## config.mk

```make
export PLATFORM = sky130hd
export DESIGN_NAME = sseg_capture
export DESIGN_NICKNAME = d
export VERILOG_FILES = /design/src/rtl/sseg_capture.sv
export SDC_FILE = /design/constraint.sdc
export NUM_CORES = 1
export LEC_CHECK = 0
export CAP_MARGIN = 20
export CORE_AREA = 5 5 88 130
export CTS_BUF_LIST = sky130_fd_sc_hd__clkbuf_8
export CTS_CLUSTER_SIZE = 24
export DETAILED_ROUTE_END_ITERATION = 10
export DIE_AREA = 0 0 93 135
export PLACE_DENSITY = 0.78
export SLEW_MARGIN = 20
export SYNTH_ARGS = -nofsm -noshare
export SYNTH_HDL_FRONTEND = slang
export SYNTH_SLANG_ARGS = --single-unit
```

## constraint.sdc

```tcl
create_clock -name clk -period 8.8 [get_ports clk]
set_input_delay 1.76 -clock clk [delete_from_list [all_inputs] [get_ports clk]]
set_output_delay 1.76 -clock clk [all_outputs]
set_load 0.005 [all_outputs]
```

## src/rtl/sseg_capture.sv

```systemverilog
// sseg_capture: receive-side monitor for a multiplexed 7-segment display.
//
// Samples the anode / segment / decimal-point lines driven to the panel,
// waits for a scan position to settle, decodes the segment pattern back to a
// hex nibble and keeps an 8-digit shadow of what the panel is showing.
//
// Optional feature: define SSEG_SCAN_RATE_EN to add the scan_period output,
// which reports the number of clocks between successive digit-0 captures.
//
// Ports:
//   clk          system clock
//   reset        asynchronous active-high reset
//   an[7:0]      anode lines, active-low, bit i selects digit i
//   sseg[6:0]    segments {g,f,e,d,c,b,a}, active-low
//   dp           decimal point, active-low
//   clr          synchronous clear of digit_valid and err
//   hex_out      captured digits, nibble i = digit i
//   dp_out       captured decimal points, active-high
//   digit_valid  bit i set once digit i has been captured
//   update       one-cycle pulse when a digit register is written
//   update_idx   digit index of the current update / pattern_err pulse
//   pattern_err  one-cycle pulse: stable pattern does not decode
//   err          sticky error flag
//   scan_period  clocks between digit-0 captures (SSEG_SCAN_RATE_EN only)
module sseg_capture #(
  parameter int unsigned STABLE_CYCLES = 4,
  parameter int unsigned SCAN_W        = 16
) (
  input  logic              clk,
  input  logic              reset,
  input  logic [7:0]        an,
  input  logic [6:0]        sseg,
  input  logic              dp,
  input  logic              clr,
  output logic [31:0]       hex_out,
  output logic [7:0]        dp_out,
  output logic [7:0]        digit_valid,
  output logic              update,
  output logic [2:0]        update_idx,
  output logic              pattern_err,
  output logic              err
`ifdef SSEG_SCAN_RATE_EN
  ,
  output logic [SCAN_W-1:0] scan_period
`endif
);

  localparam logic [7:0] StableLim = 8'(STABLE_CYCLES);

  typedef enum logic [1:0] {StIdle, StCount, StHold} state_e;

  // Sample bundle {an, sseg, dp}; the idle level of every line is all-ones.
  logic [15:0] sync1_q, sync2_q, s_q, prev_q;

  always_ff @(posedge clk or posedge reset) begin
    if (reset) begin
      sync1_q <= '1;
      sync2_q <= '1;
      s_q     <= '1;
      prev_q  <= '1;
    end else begin
      sync1_q <= {an, sseg, dp};
      sync2_q <= sync1_q;
      s_q     <= sync2_q;
      prev_q  <= s_q;
    end
  end

  logic [7:0] s_an;
  logic [6:0] s_seg;
  logic       s_dp;
  assign s_an  = s_q[15:8];
  assign s_seg = s_q[7:1];
  assign s_dp  = s_q[0];

  // Returns {valid, value}.
  function automatic logic [4:0] decode(input logic [6:0] p);
    case (p)
      7'h40:   decode = {1'b1, 4'h0};
      7'h79:   decode = {1'b1, 4'h1};
      7'h24:   decode = {1'b1, 4'h2};
      7'h30:   decode = {1'b1, 4'h3};
      7'h19:   decode = {1'b1, 4'h4};
      7'h12:   decode = {1'b1, 4'h5};
      7'h02:   decode = {1'b1, 4'h6};
      7'h78:   decode = {1'b1, 4'h7};
      7'h00:   decode = {1'b1, 4'h8};
      7'h10:   decode = {1'b1, 4'h9};
      7'h08:   decode = {1'b1, 4'hA};
      7'h03:   decode = {1'b1, 4'hB};
      7'h46:   decode = {1'b1, 4'hC};
      7'h21:   decode = {1'b1, 4'hD};
      7'h06:   decode = {1'b1, 4'hE};
      7'h0E:   decode = {1'b1, 4'hF};
      default: decode = 5'h00;
    endcase
  endfunction

  logic       legal, changed, dec_ok;
  logic [3:0] dec_val;
  logic [2:0] dig;

  assign legal            = $onehot(~s_an);
  assign changed          = (s_q != prev_q);
  assign {dec_ok, dec_val} = decode(s_seg);

  always_comb begin
    dig = '0;
    for (int i = 0; i < 8; i++) begin
      if (!s_an[i]) dig = 3'(i);
    end
  end

  state_e      state_q, state_d;
  logic [7:0]  cnt_q, cnt_d;
  logic [31:0] hex_q, hex_d;
  logic [7:0]  dpo_q, dpo_d;
  logic [7:0]  dv_q, dv_d;
  logic        upd_q, upd_d;
  logic [2:0]  idx_q, idx_d;
  logic        perr_q, perr_d;
  logic        err_q, err_d;
  logic        go_count;
  logic [7:0]  cnt_n;
`ifdef SSEG_SCAN_RATE_EN
  logic [SCAN_W-1:0] scan_cnt_q, scan_cnt_d, scan_per_q, scan_per_d, scan_inc;
`endif

  always_comb begin
    state_d  = state_q;
    cnt_d    = cnt_q;
    hex_d    = hex_q;
    dpo_d    = dpo_q;
    dv_d     = clr ? 8'h00 : dv_q;
    err_d    = clr ? 1'b0 : err_q;
    upd_d    = 1'b0;
    perr_d   = 1'b0;
    idx_d    = idx_q;
    go_count = 1'b0;
    cnt_n    = 8'd1;

    unique case (state_q)
      StIdle: begin
        if (legal) go_count = 1'b1;
      end
      StCount: begin
        if (changed) begin
          if (legal) go_count = 1'b1;
          else state_d = StIdle;
        end else begin
          go_count = 1'b1;
          cnt_n    = cnt_q + 8'd1;
        end
      end
      StHold: begin
        if (changed) begin
          if (legal) go_count = 1'b1;
          else state_d = StIdle;
        end
      end
      default: state_d = StIdle;
    endcase

    if (go_count) begin
      state_d = StCount;
      cnt_d   = cnt_n;
      // Capture when the run of identical samples reaches the limit; set beats clr.
      if (cnt_n == StableLim) begin
        state_d = StHold;
        idx_d   = dig;
        if (dec_ok) begin
          hex_d[{dig, 2'b00} +: 4] = dec_val;
          dpo_d[dig]               = ~s_dp;
          dv_d[dig]                = 1'b1;
          upd_d                    = 1'b1;
        end else begin
          perr_d = 1'b1;
          err_d  = 1'b1;
        end
      end
    end

`ifdef SSEG_SCAN_RATE_EN
    scan_inc   = (&scan_cnt_q) ? scan_cnt_q : scan_cnt_q + SCAN_W'(1);
    scan_cnt_d = scan_inc;
    scan_per_d = scan_per_q;
    if (upd_d && (dig == 3'd0)) begin
      scan_cnt_d = '0;
      scan_per_d = scan_inc;
    end
`endif
  end

  always_ff @(posedge clk or posedge reset) begin
    if (reset) begin
      state_q    <= StIdle;
      cnt_q      <= '0;
      hex_q      <= '0;
      dpo_q      <= '0;
      dv_q       <= '0;
      upd_q      <= 1'b0;
      idx_q      <= '0;
      perr_q     <= 1'b0;
      err_q      <= 1'b0;
`ifdef SSEG_SCAN_RATE_EN
      scan_cnt_q <= '0;
      scan_per_q <= '0;
`endif
    end else begin
      state_q    <= state_d;
      cnt_q      <= cnt_d;
      hex_q      <= hex_d;
      dpo_q      <= dpo_d;
      dv_q       <= dv_d;
      upd_q      <= upd_d;
      idx_q      <= idx_d;
      perr_q     <= perr_d;
      err_q      <= err_d;
`ifdef SSEG_SCAN_RATE_EN
      scan_cnt_q <= scan_cnt_d;
      scan_per_q <= scan_per_d;
`endif
    end
  end

  assign hex_out     = hex_q;
  assign dp_out      = dpo_q;
  assign digit_valid = dv_q;
  assign update      = upd_q;
  assign update_idx  = idx_q;
  assign pattern_err = perr_q;
  assign err         = err_q;
`ifdef SSEG_SCAN_RATE_EN
  assign scan_period = scan_per_q;
`endif

endmodule

```

Yosys cells after proc, flatten, opt, wreduce, memory -nomap -nowiden:

Index checks and enable logic that the tools add are counted.

* $add $sub $neg: 9
* multipliers: 0
* divide/modulo/power cells: 0
* $lt $le $gt $ge: 2
* eq/ne operators: 23
* shift operators: 2
* multiplexer cells: 37
* bitwise gates (word level): 3
* reduce and logical (&&, ||, !) cells: 7

Operators by type and width (count)
* case mux 5 bit (16 select lines): 1
* two-way mux 8 bit: 6
* bitwise mux 32 bit: 1
* variable shift 4 x 7 -> 32 bit, first input constant: 1
* indexed part select 4 x 7 -> 32 bit: 1
* == test 7 bit, second input constant: 4
* == test 7 x 5 -> 1 bit, second input constant: 3
* == test 7 x 6 -> 1 bit, second input constant: 3
* two-way mux 3 bit: 6
* != test 16 bit: 1
* two-way mux 1 bit: 15
* == test 7 x 2 -> 1 bit, second input constant: 2
* == test 7 x 4 -> 1 bit, second input constant: 2
* adder 1 x 1 -> 2 bit: 4
* adder 8 x 1 -> 8 bit, second input constant: 1
* bitwise mux 8 bit: 1
* == test 8 x 3 -> 1 bit, second input constant: 1
* two-way mux 2 bit: 4
* NOT 8 bit: 1
* bitwise OR 8 bit: 1
* == test 7 x 3 -> 1 bit, second input constant: 1
* zero test 7 bit: 1
* negation 5 -> 7 bit: 1
* adder 2 x 2 -> 3 bit: 2
* other kinds (18): 19

* flip-flop bits (word level): 128
* latch bits: 0
* RAM bits: 0
* bits in read-only memories: 0
* input bits: 19
* output and inout bits: 54
* logic and storage cells: 96
* memories: 0

Depth between registers and ports, before layout:

* depth after elaboration: 15
* gate-level depth with buffers: 13
* depth with buffers taken out: 13

Least setup slack after synthesis:

Ideal clock, no wire load.

* path type: register to register
* from: register s_q[11]
* to: register cnt_q[7]
* data arrival time: 3630 ps
* data required time: 8674 ps
* slack: 5044 ps
* stages on the path, launching flop included: 14
* buffers on the path: 0
* cells stage by stage: dfstp_2 > fa_1 > inv_1 > fa_1 > fa_1 > ha_1 > inv_1 > fa_1 > a211oi_1 > mux2i_1 > nor2_1 > o211ai_1 > and3_1 > a221o_1

* word-level cells in the longest chain between the ends: 8
* elaborated cells on any way between the ends: 12
* those cells by class: add/sub: 3; eq/ne: 2; mux: 6; bitwise: 1

RTL lines
* from (decl): RTL line 53 `logic [15:0] sync1_q, sync2_q, s_q, prev_q;`
* from (signal assigned): RTL line 64 `s_q <= sync2_q;`
* NOT 8 bit: RTL line 103 `assign legal = $onehot(~s_an);`
* adder 1 x 1 -> 2 bit (not written as such): RTL line 103
* adder 2 x 2 -> 3 bit (not written as such): RTL line 103
* adder 3 x 3 -> 4 bit (not written as such): RTL line 103
* == test 4 x 1 -> 1 bit: RTL line 103
* two-way mux 1 bit: RTL line 144, 148, 157
* two-way mux 1 bit, on equally long branches: RTL line 156, 147
* case mux 1 bit (3 select lines): RTL line 142 `unique case (state_q)`
* to (signal assigned): RTL line 211 `cnt_q <= cnt_d;`
* to (decl): RTL line 115 `logic [7:0] cnt_q, cnt_d;`

Parallel ways exist; a longest one is shown, timed or not.
A chain may end at the register's enable or synchronous reset.

Final worst setup path:

Ends and elaborated chain as after synthesis.

==> run_results.csv <==
group,metric,value,unit
outcome,status,"finished, final reports clean",
drt,wire_per_inst,16.2,µm
timing,layout_setup_ws,4720,ps
floorplanning,die_h,135,µm
placed_design,dp_worst_setup_slack,4740,ps
clock_tree,cts_root_buf,"clkbuf_8",
drt,drcViolationCount,0,
worst_setup_path,crit_arrival,4370,ps
clock_tree,cts_tree,"done",
worst_setup_path,cp.required,9090,ps
timing,rsz0062_at_grt,"no",
placed_design,place_congestion,0.920,
clock_tree,clock_sinks,128,
cells_and_area,nFillCells,792,
clock_tree,max-clock-path-buffers,2,
worst_setup_path,crit_fanout,6,
cells_and_area,antenna_cells,0,
drt,dr.pass1.iters,4,
synthesis,synthArstFlopShare,100,%
timing,finalClockSkew,9.93,ps
clock_tree,clk_pin_slew_worst_paths,70,ps
placed_design,dpl.hpwl,7380,µm
drt,vias_per_cell,5.71,
power_and_ir_drop,p_sw,0.000296,W
timing,fmax,245,MHz
timing,finalCriticalPeriod,4080,ps
clock_tree,cts_setup_buffers,0,
power_and_ir_drop,vdd_ir_drop_max,0.144,mV
worst_setup_path,worst-setup-path-type,"flop to flop",
timing,hold_viol,0,
power_and_ir_drop,leakage,2.89,nW
run,drv_cap,0,
synthesis,synth_flop_cell,"dfstp_2",
power_and_ir_drop,seqPwrFrac,53.1,%
floorplanning,dieArea,0.0126,mm²
power_and_ir_drop,intPower,0.000901,W
placed_design,post-place-cells,587,
synthesis,synth_edf_count,0,
clock_tree,clk-insertion-delay-late,420,ps
cells_and_area,drive_above_1_share,28.5,%
synthesis,syn_nets,443,
drt,via_count,3534,
floorplanning,rows,45,
synthesis,synthCells,410,
global_route,grt_pass1_wl,17200,µm
global_route,antenna_found_initial,0,
timing,setup-tns-final,0,ps
timing,setup_violations,0,
power_and_ir_drop,powerDensity,181,mW/mm²
drt,antenna_left,0,
timing,fin_crit_sh,46.3,%
timing,hold_ws,354,ps
power_and_ir_drop,pwr-share-comb,8.7,%
clock_tree,cts_resized,0,
timing,maxSlewViolCount,0,
synthesis,syn-cell-area,0.00544,mm²
power_and_ir_drop,clockPowerShare,38.2,%
synthesis,synth.avg_cell_area,13.3,µm²
worst_setup_path,critPathLaunchType,"flop",
synthesis,yosys_warnings,0,
floorplanning,core_area,0.0101,mm²
global_route,grt_pass1_vias,3596,
synthesis,synth-seq-cells,128,
floorplanning,io_pins,73,
floorplanning,die_w,93,µm
clock_tree,htree_levels,4,
cells_and_area,seqCellArea,0.00328,mm²
floorplanning,initial_core_util,53.7,%
synthesis,synth.distinct_cells,61,
cells_and_area,stdcell_count,619,
worst_hold_path,hp-class,"flop to flop",
timing,maxSlewHeadroom,41.9,%
power_and_ir_drop,finalPower,0.00120,W
global_route,track_usage,17.5,%
global_route,grt_max_degree,90,
worst_setup_path,worstSetupEndpointType,"flop",
placed_design,numPortBuffers,72,
cells_and_area,area_growth,21.9,%
synthesis,ys_seq_area_share,60.4,%
timing,tightestPinTransition,870,ps
clock_tree,cts_buffers,17,
power_and_ir_drop,p_sw_share,24.7,%
global_route,grt_overflow_total,0,
clock_tree,postCtsHoldBufs,0,
drt,drt_iter0_drc,150,
cells_and_area,multi_input_area,0.00198,mm²
drt,drt_wl_total,10000,µm
cells_and_area,nNetsFinal,522,
## layout by cell type, fill, tap and decap left out, types with 12 or more instances in the layout
cell	netlist	routed
clkbuf_8	0	19
clkdlybuf4s50_1	0	72
dfrtp_1	64	64
dfstp_2	64	64
inv_1	31	32
mux2_2	28	28
nand2_1	21	21
nand3_1	12	12
nor3_1	17	17
o21ai_0	14	14
xnor2_1	16	16
## cell usage after synthesis, types with 3 or more instances
cell      instances  share of area (%)
a21o_1            7               0.97
nor3_1           17                1.6
o21ai_0          14                1.3
mux2_4            4                1.1
inv_1            31                2.1
a21oi_1           4               0.37
dfstp_2          64                 31
o211ai_1          4               0.55
or4_1             3               0.41
mux2_2           28                5.8
ha_1             10                2.3
nand3_1          12                1.1
nor2b_1           5               0.58
xnor2_1          16                2.6
nor4_4            4                1.6
nand2_1          21                1.4
nand3b_1          3               0.41
clkbuf_1          7               0.48
nor2_1           10               0.69
fa_1              4                1.5
mux2i_1          10                1.8
nand2b_1          4               0.46
nand4_1           6               0.69
dfrtp_1          64                 29
or3_1             4               0.46
buf_2             5               0.46
## kinds of logic after synthesis
group | count (synthesis) | synth area share [%]
AO/OA/AOI/OAI | 52 | 7.09
XOR/XNOR | 17 | 2.88
adder cells (fa/ha/maj) | 14 | 3.77
buffers and inverters | 44 | 3.29
flip-flops | 128 | 60.4
multiplexers | 42 | 8.74
AND/OR/NAND/NOR | 113 | 13.9
## layer usage
| layer | vias to the layer above | wire, µm | global-route usage (%) |
|---|---|---|---|
| li1 | 1619 | - | - |
| met1 | 1776 | 3870 | 19.9 |
| met2 | 114 | 5370 | 29.9 |
| met3 | 25 | 486 | 5.13 |
| met4 | 0 | 294 | 8.23 |
| met5 | - | 0 | 0 |
## registers in the layout, indices dropped and copies added (netlist names)
name         flops
hex_out         32
update_idx       3
sync1_q         16
dp_out           8
sync2_q         16
cnt_q            8
s_q             16
prev_q          16
digit_valid      8
pattern_err      1
update           1
err              1
state_q          2
## path summary, 6_finish.rpt
check | start | endpoint | slack, ps | cells after the start
max reg2reg | s_q[11]$_DFF_PP1_ | cnt_q[7]$_DFFE_PP0N_ | 4720 | 13
min | sync2_q[4]$_DFF_PP1_ | s_q[4]$_DFF_PP1_ | 350 | 0
max | s_q[11]$_DFF_PP1_ | cnt_q[7]$_DFFE_PP0N_ | 4720 | 13
min in group asynchronous | reset | hex_out[0]$_DFFE_PP0P_ | 1720 | 2
max in group asynchronous | reset | pattern_err$_DFF_PP0_ | 6000 | 3
min reg2reg | sync2_q[4]$_DFF_PP1_ | s_q[4]$_DFF_PP1_ | 350 | 0
## through the flow
stage | utilization (%) | area, µm²
2_1_floorplan | - | 5440
3_3_place_gp | 61.7 | 6250
3_5_place_dp | 61.7 | 6250
4_1_cts | 65.4 | 6630
5_1_grt | 65.4 | 6630
6_report | 65.4 | 6630
## final cells by class
type | instances | share of cell area, %
multi-input combinational | 238 | 29.8
sequential | 128 | 49.5
inverter | 31 | 1.79
clock buffer | 19 | 3.94
clock inverter | 13 | 1.68
timing repair buffer | 73 | 11.0
tap | 117 | 2.21
## power groups by stage
| stage | clock network [W] | logic (W) | registers [W] |
|---|---|---|---|
| after detailed placement | 0 | 0.000105 | 0.000645 |
| final | 0.000458 | 0.000104 | 0.000635 |
| after floorplan | 0 | 0.0000828 | 0.000636 |
| after global routing | 0.000498 | 0.000118 | 0.000638 |
| after global placement | 0 | 0.0000989 | 0.000644 |
| after CTS | 0.000474 | 0.000105 | 0.000635 |
## worst max-delay path, cell delays in order, from the launching register on
cell       delay, ps
dfstp_2          600
fa_1             420
inv_1             80
fa_1             420
fa_1             500
ha_1             160
inv_1             50
fa_1             390
a211oi_1         240
mux2i_1          120
nor2_1           240
nand4bb_1        190
and3_1           240
a221o_1          300
No activity file was read; power rests on OpenSTA's default activity.
